<file path="src/rtl/mioc_gate_test_seq.sv">
// MIOC single-gate characterisation pattern sequencer.
// Optional stop-on-first-fail: define MIOC_SEQ_STOP_ON_FAIL_EN.
module mioc_gate_test_seq #(
  parameter int PAT_W      = 4,
  parameter int NUM_PAT    = 16,
  parameter int SETTLE_CYC = 16,
  parameter int CNT_W      = 5
) (
  input  logic                  clk,
  input  logic                  rst_n,
  input  logic                  start,
  input  logic                  abort,
  input  logic [2**PAT_W-1:0]   exp_tt,
  output logic [PAT_W-1:0]      pat_out,
  input  logic                  dut_z,
  output logic                  busy,
  output logic                  done,
  output logic [CNT_W-1:0]      err_cnt,
  output logic                  first_fail_vld,
  output logic [PAT_W-1:0]      first_fail_pat,
  output logic                  log_valid,
  input  logic                  log_ready,
  output logic [PAT_W+1:0]      log_data
);

  localparam int IDX_W = PAT_W + 1;
  localparam int SC_W  = $clog2(SETTLE_CYC + 1);

  localparam logic [IDX_W-1:0] IDX_LAST = IDX_W'(NUM_PAT - 1);
  localparam logic [SC_W-1:0]  SC_LAST  = SC_W'(SETTLE_CYC - 1);
  localparam logic [CNT_W-1:0] ERR_MAX  = '1;

  typedef enum logic [2:0] {
    S_IDLE,
    S_APPLY,
    S_SETTLE,
    S_SAMPLE,
    S_LOG,
    S_DONE
  } state_t;

  state_t             state_q, state_d;
  logic [IDX_W-1:0]   idx_q, idx_d;
  logic [SC_W-1:0]    sc_q, sc_d;
  logic [PAT_W-1:0]   pat_q, pat_d;
  logic [CNT_W-1:0]   err_q, err_d;
  logic               ffv_q, ffv_d;
  logic [PAT_W-1:0]   ffp_q, ffp_d;
  logic [PAT_W+1:0]   log_q, log_d;
  logic               zs1_q, zs_q;
  logic               mis;
  logic               last;

  // Two-flop synchroniser for the asynchronous gate output.
  always_ff @(posedge clk or negedge rst_n) begin
    if (!rst_n) begin
      zs1_q <= 1'b0;
      zs_q  <= 1'b0;
    end else begin
      zs1_q <= dut_z;
      zs_q  <= zs1_q;
    end
  end

  // Sequencer next-state and datapath updates; abort overrides everything.
  always_comb begin
    state_d = state_q;
    idx_d   = idx_q;
    sc_d    = sc_q;
    pat_d   = pat_q;
    err_d   = err_q;
    ffv_d   = ffv_q;
    ffp_d   = ffp_q;
    log_d   = log_q;
    mis     = zs_q ^ exp_tt[idx_q[PAT_W-1:0]];
    last    = (idx_q == IDX_LAST);
`ifdef MIOC_SEQ_STOP_ON_FAIL_EN
    last    = last | log_q[0];
`endif
    if (abort && (state_q != S_IDLE)) begin
      state_d = S_IDLE;
      pat_d   = '0;
    end else begin
      unique case (state_q)
        S_IDLE, S_DONE: begin
          if (start) begin
            state_d = S_APPLY;
            idx_d   = '0;
            err_d   = '0;
            ffv_d   = 1'b0;
          end
        end
        S_APPLY: begin
          pat_d   = idx_q[PAT_W-1:0];
          sc_d    = '0;
          state_d = S_SETTLE;
        end
        S_SETTLE: begin
          sc_d = sc_q + 1'b1;
          if (sc_q == SC_LAST) state_d = S_SAMPLE;
        end
        S_SAMPLE: begin
          if (mis) begin
            if (err_q != ERR_MAX) err_d = err_q + 1'b1;
            if (!ffv_q) begin
              ffv_d = 1'b1;
              ffp_d = idx_q[PAT_W-1:0];
            end
          end
          log_d   = {idx_q[PAT_W-1:0], zs_q, mis};
          state_d = S_LOG;
        end
        S_LOG: begin
          if (log_ready) begin
            if (last) begin
              state_d = S_DONE;
            end else begin
              idx_d   = idx_q + 1'b1;
              state_d = S_APPLY;
            end
          end
        end
        default: state_d = S_IDLE;
      endcase
    end
  end

  // State and datapath registers.
  always_ff @(posedge clk or negedge rst_n) begin
    if (!rst_n) begin
      state_q <= S_IDLE;
      idx_q   <= '0;
      sc_q    <= '0;
      pat_q   <= '0;
      err_q   <= '0;
      ffv_q   <= 1'b0;
      ffp_q   <= '0;
      log_q   <= '0;
    end else begin
      state_q <= state_d;
      idx_q   <= idx_d;
      sc_q    <= sc_d;
      pat_q   <= pat_d;
      err_q   <= err_d;
      ffv_q   <= ffv_d;
      ffp_q   <= ffp_d;
      log_q   <= log_d;
    end
  end

  assign pat_out        = pat_q;
  assign busy           = (state_q == S_APPLY)  ||
                          (state_q == S_SETTLE) ||
                          (state_q == S_SAMPLE) ||
                          (state_q == S_LOG);
  assign done           = (state_q == S_DONE);
  assign log_valid      = (state_q == S_LOG);
  assign err_cnt        = err_q;
  assign first_fail_vld = ffv_q;
  assign first_fail_pat = ffp_q;
  assign log_data       = log_q;

endmodule

</file>
<file path="config.mk">
export PLATFORM = sky130hd
export DESIGN_NAME = mioc_gate_test_seq
export DESIGN_NICKNAME = d
export VERILOG_FILES = /design/src/rtl/mioc_gate_test_seq.sv
export SDC_FILE = /design/constraint.sdc
export NUM_CORES = 1
export LEC_CHECK = 0
export ABC_AREA = 1
export BUFFER_PORTS_ARGS = -buffer_cell sky130_fd_sc_hd__buf_2
export CAP_MARGIN = 20
export CORE_AREA = 10 10 70 72
export CTS_CLUSTER_DIAMETER = 200
export DETAILED_ROUTE_END_ITERATION = 8
export DIE_AREA = 0 0 80 82
export GPL_TIMING_DRIVEN = 0
export PLACE_DENSITY = 0.81
export SYNTH_ARGS = -nofsm -noshare
export SYNTH_HDL_FRONTEND = slang
export SYNTH_SLANG_ARGS = --single-unit
export TNS_END_PERCENT = 20
</file>
<file path="constraint.sdc">
create_clock -name clk -period 5.1 [get_ports clk]
set_input_delay 1.02 -clock clk [delete_from_list [all_inputs] [get_ports clk]]
set_output_delay 1.02 -clock clk [all_outputs]
set_load 0.01 [all_outputs]
</file>
Word-level counts from Yosys, hierarchy flattened. Index checks and enable logic that the tools add are counted.

Add/sub/neg operators: 3. $lt $le $gt $ge: 1. Equal/unequal tests: 16. Muxes and demuxes: 21. Bitwise gates (word level): 3. Reduce and logical (&&, ||, !) cells: 18.

Operator list (count): $pmux W5 S2 (3); $mux W5 (5); $add A5 B1 Y5 const B (3); $mux W3 (5); $pmux W3 S5 (1); $eq A5 B4 Y1 const B (2); $reduce_and A5 Y1 (2); $mux W4 (2); $ne A2 B2 Y1 const B (4); $reduce_and A4 Y1 (2); $reduce_bool A2 Y1 (4); $eq A3 B2 Y1 const B (2); $eq A3 B3 Y1 const B (2); $ne A3 B3 Y1 const B (2); $lt A4 B5 Y1 const B (1); $ne A5 B5 Y1 const B (1); $bmux W1 S4 (1); $reduce_and A2 Y1 (2); $eq A3 B1 Y1 const B (1); $logic_not A3 Y1 (1); $logic_or A1 B1 Y1 (3); $mux W1 (3); $ne A3 B1 Y1 const B (1); $reduce_and A3 Y1 (1); 7 further kinds (8).

Register bits: 35. Output and inout port bits: 23.

Depth between registers and ports, before layout.
Depth after elaboration: 5. Depth in mapped cells: 13. Gate-level depth less buffers: 12.

Least setup slack after synthesis. OpenSTA, ideal clock, no wires.

Kind: reg-to-output. From: register state_q[2]. To: output busy. Arrival: 0.994 ns. Setup slack: 3.086 ns. Stages on the path, launching flop included: 6. Cells stage by stage: dfrtp_1 > inv_1 > nand2_4 > nor2_4 > inv_2 > nand4_1.

Longest elaborated chain between the ends: 4. Elaborated cells between the ends (all ways): 7.

Ends and longest elaborated chain: start: declaration (line 42) `state_t state_q, state_d;`; start signal: assignment (line 140) `state_q <= state_d;`; $eq A3 B1 Y1 / $eq A3 B2 Y1 (equally long branches) (line 152, 153); $logic_or A1 B1 Y1 (line 152) `assign busy = (state_q == S_APPLY) ||`; $logic_or A1 B1 Y1 (line 153) `(state_q == S_SETTLE) ||`; $logic_or A1 B1 Y1 * (line 154) `(state_q == S_SAMPLE) ||`; end: declaration (line 16) `output logic busy,`.

Every way passes the cells marked *; elsewhere a longest branch is shown, timed or not.

Worst setup path after layout. Ends and elaborated chain as after synthesis.

==> reports/summary.txt <==
number of register bits inferred by synthesis -> 35
CP max stage cell -> sky130_fd_sc_hd__dfrtp_1
Leakage -> 1.26 nW
number of sinks on the clock net -> 35
final core area utilization -> 64.3%
library cell appearing most often on the critical path -> sky130_fd_sc_hd__inv_1
CTS HTree Levels -> 2
cell breakdown of the critical path -> inv_1 -> nand2_4 -> nor2_4 -> inv_1 -> nand4_1 -> buf_2
last element of the critical path -> busy
WL final -> 4470 um
post-synth design cell area -> 1950 sq um
CTS Hold Buffers Added -> 0
pin count of the biggest net entering global routing -> 36
number of design rule violations left after detail routing -> 0
CTS clk-pin slew, worst paths -> 0.10 ns
worst hold slack after final layout -> 0.375 ns
gate count of the mapped netlist -> 241
number of input and output port buffers inserted -> 44
Max rail drop VDD -> 0.308 mV
total area of multi-input combinational cells -> 896 sq um
GRT Util Overall -> 13.7%
die span in x -> 80 um
initial core utilization -> 54.5%
Sequential Area -> 876 sq um
global-route wire length before repair -> 7270 um
final clock period utilization by the worst path -> 51.2%
met3 capacity usage during global routing -> 4.15%
Post-Place Setup Slack -> 2.86 ns
antenna diode instance count -> 0
fin. max-slew vios -> 0
WL per Instance -> 13.1 um
Finish-stage setup viols -> 0
vias per cell -> 5.16
unrepaired setup endpoints after global routing -> false
synthesized netlist net count -> 269
Bufs and invs on worst path -> 3
category of the critical setup timing path -> reg -> out
register area share after synthesis -> 44.9%
M2 GR Usage -> 24.3%
average footprint of a synthesized cell -> 8.10 sq um
clock tree from TritonCTS -> built
DP Wirelength -> 3460 um
final worst path period need -> 2.61 ns
reg2reg path depth -> 10
Root Buffer Master -> sky130_fd_sc_hd__clkbuf_4
1st-iter DRT viols -> 105
worst-case setup margin in the final layout -> 2.49 ns
CP Capture Type -> primary output
Worst Path Max Fanout -> 9
Critical Path Max Stage Delay -> 0.41 ns
status -> completed
maxcap violations -> 0
Layout area overhead -> 17.9%
critical path depth in cells -> 6
total negative setup slack -> 0 ns
distinct cell type count after synthesis -> 28
number of nets in the final layout -> 320
number of antenna violations at the first check in global routing -> 0
vias in the first global route -> 1681
final non-filler cell area -> 2300 sq um
Worst Max-Slew Pin Slew -> 0.754 ns
fmax -> 383 MHz
fill cell instance count of the final layout -> 329
final weighted congestion in routability-driven placement -> 0.778
top library cells by usage in the layout, fill and taps aside -> 61 x sky130_fd_sc_hd__nand2_1, 45 x sky130_fd_sc_hd__buf_2, 35 x sky130_fd_sc_hd__dfrtp_1
Required @ worst endpoint -> 4.08 ns
CTS buffer count -> 5
crit start category -> flop
area of the core -> 3580 sq um
most heavily used metal layer in global routing -> met2
count of yosys warnings during synthesis -> 0
number of core rows -> 22
crit path from -> state_q[2]
area of the die -> 6560 sq um
Die Height -> 82 um
r2r startpoint -> idx_q[1]
buffer depth of the longest clock path -> 2
first-pass iteration count of the detailed router -> 6
most frequent standard cell in the layout excluding fill and tap cells -> sky130_fd_sc_hd__nand2_1
Pwr per Cell Area -> 461 nW/um^2
residual antenna-violating net count after detailed routing -> 0
CTS resizes -> 0
number of setup buffers added after CTS -> 0
largest clock skew in the final design -> 0.0103 ns
Top-Level Pins -> 45
Worst path top cell family by delay -> buffers and inverters
Global Route met1 Usage -> 15.2%
share of final-layout standard cells stronger than drive strength 1 -> 25.6%
Final Hold Fails -> 0
Worst R2R End -> idx_q[2]
arrival time at the worst endpoint -> 1.59 ns
via count -> 1761
R2R Setup Slk -> 3.18 ns
total grt overflow -> 0
latest clock arrival within the worst-skew pair -> 0.34 ns
cell area after placement -> 2230 sq um
worst relative slew slack -> 49.7%
kind of path behind the tightest hold check -> reg -> reg
## sequential cells by signal, indices dropped and copies added (netlist names), 3 cells and up
name,flops
sc_q,5
err_cnt,5
idx_q,5
state_q,3
first_fail_pat,4
log_data,6
pat_out,4
## through the flow
step | cells | power, mW
after global routing | 341 | 1.15
after floorplan | 241 | 0.752
after CTS | 341 | 1.07
final | 341 | 1.06
after detailed placement | 333 | 0.900
after global placement | 333 | 0.887
## cells in the mapped netlist
| cell | number | area share, % |
|---|---|---|
| sky130_fd_sc_hd__o22ai_1 | 2 | 0.64 |
| sky130_fd_sc_hd__ha_1 | 6 | 3.8 |
| sky130_fd_sc_hd__inv_2 | 3 | 0.58 |
| sky130_fd_sc_hd__nor2_1 | 11 | 2.1 |
| sky130_fd_sc_hd__buf_2 | 1 | 0.26 |
| sky130_fd_sc_hd__nor3_4 | 1 | 0.83 |
| sky130_fd_sc_hd__o221ai_1 | 1 | 0.45 |
| sky130_fd_sc_hd__nor3_1 | 3 | 0.77 |
| sky130_fd_sc_hd__inv_1 | 33 | 6.3 |
| sky130_fd_sc_hd__nor3b_1 | 1 | 0.38 |
| sky130_fd_sc_hd__nand3_2 | 2 | 1.0 |
| sky130_fd_sc_hd__nand4_1 | 11 | 3.5 |
| sky130_fd_sc_hd__nand2_4 | 4 | 2.3 |
| sky130_fd_sc_hd__mux2i_1 | 1 | 0.51 |
| sky130_fd_sc_hd__nand3_1 | 26 | 6.7 |
| sky130_fd_sc_hd__buf_6 | 3 | 1.7 |
| sky130_fd_sc_hd__dfrtp_1 | 35 | 45 |
| sky130_fd_sc_hd__nand2_1 | 61 | 12 |
| sky130_fd_sc_hd__nor2_4 | 4 | 2.3 |
| sky130_fd_sc_hd__nand2_2 | 2 | 0.64 |
| sky130_fd_sc_hd__o21ai_2 | 1 | 0.45 |
| sky130_fd_sc_hd__o21ai_1 | 1 | 0.26 |
| sky130_fd_sc_hd__or2_2 | 1 | 0.32 |
| sky130_fd_sc_hd__a21oi_1 | 8 | 2.1 |
| sky130_fd_sc_hd__xor2_1 | 2 | 0.90 |
| sky130_fd_sc_hd__nor2_2 | 1 | 0.32 |
| sky130_fd_sc_hd__inv_4 | 1 | 0.32 |
| sky130_fd_sc_hd__o21ai_0 | 15 | 3.8 |
## worst min-delay path by stage
stage | startpoint | depth (start not counted) | endpoint | slack [ns]
3_5_place_dp | zs1_q | 0 | zs_q | 0.35
6_report | zs1_q | 0 | zs_q | 0.38
3_3_place_gp | zs1_q | 0 | zs_q | 0.35
5_1_grt | zs1_q | 0 | zs_q | 0.39
4_1_cts | zs1_q | 0 | zs_q | 0.38
2_1_floorplan | zs1_q | 0 | zs_q | 0.33
## area by class of cell
class	instances	area share, %
well taps	48	2.61
clock buffers	8	2.99
flip-flops and latches	35	38.1
multi-input cells	165	38.9
repair buffers	44	9.57
plain buffers	4	1.69
inverters	37	6.14
## power by group
group | internal, mW | switching [mW]
sequential | 0.342 | 0.0504
combinational | 0.174 | 0.327
clock | 0.0811 | 0.0880
total | 0.597 | 0.465
## kinds of logic after synthesis
| kind of cell | count (synthesis) | share of synthesized area (%) |
|---|---|---|
| AO/OA/AOI/OAI | 28 | 7.69 |
| XOR/XNOR | 2 | 0.898 |
| adder cells (fa/ha/maj) | 6 | 3.85 |
| buffers and inverters | 41 | 9.23 |
| flip-flops | 35 | 44.9 |
| multiplexers | 1 | 0.513 |
| AND/OR/NAND/NOR | 128 | 32.9 |
## routing by layer
layer  part of all wire (%)  up-vias
li1                       -      891
met1                     42      815
met2                     50       46
met3                    6.3        9
met4                    2.0        0
met5                      0        -
(Power assumes the default switching activity.)
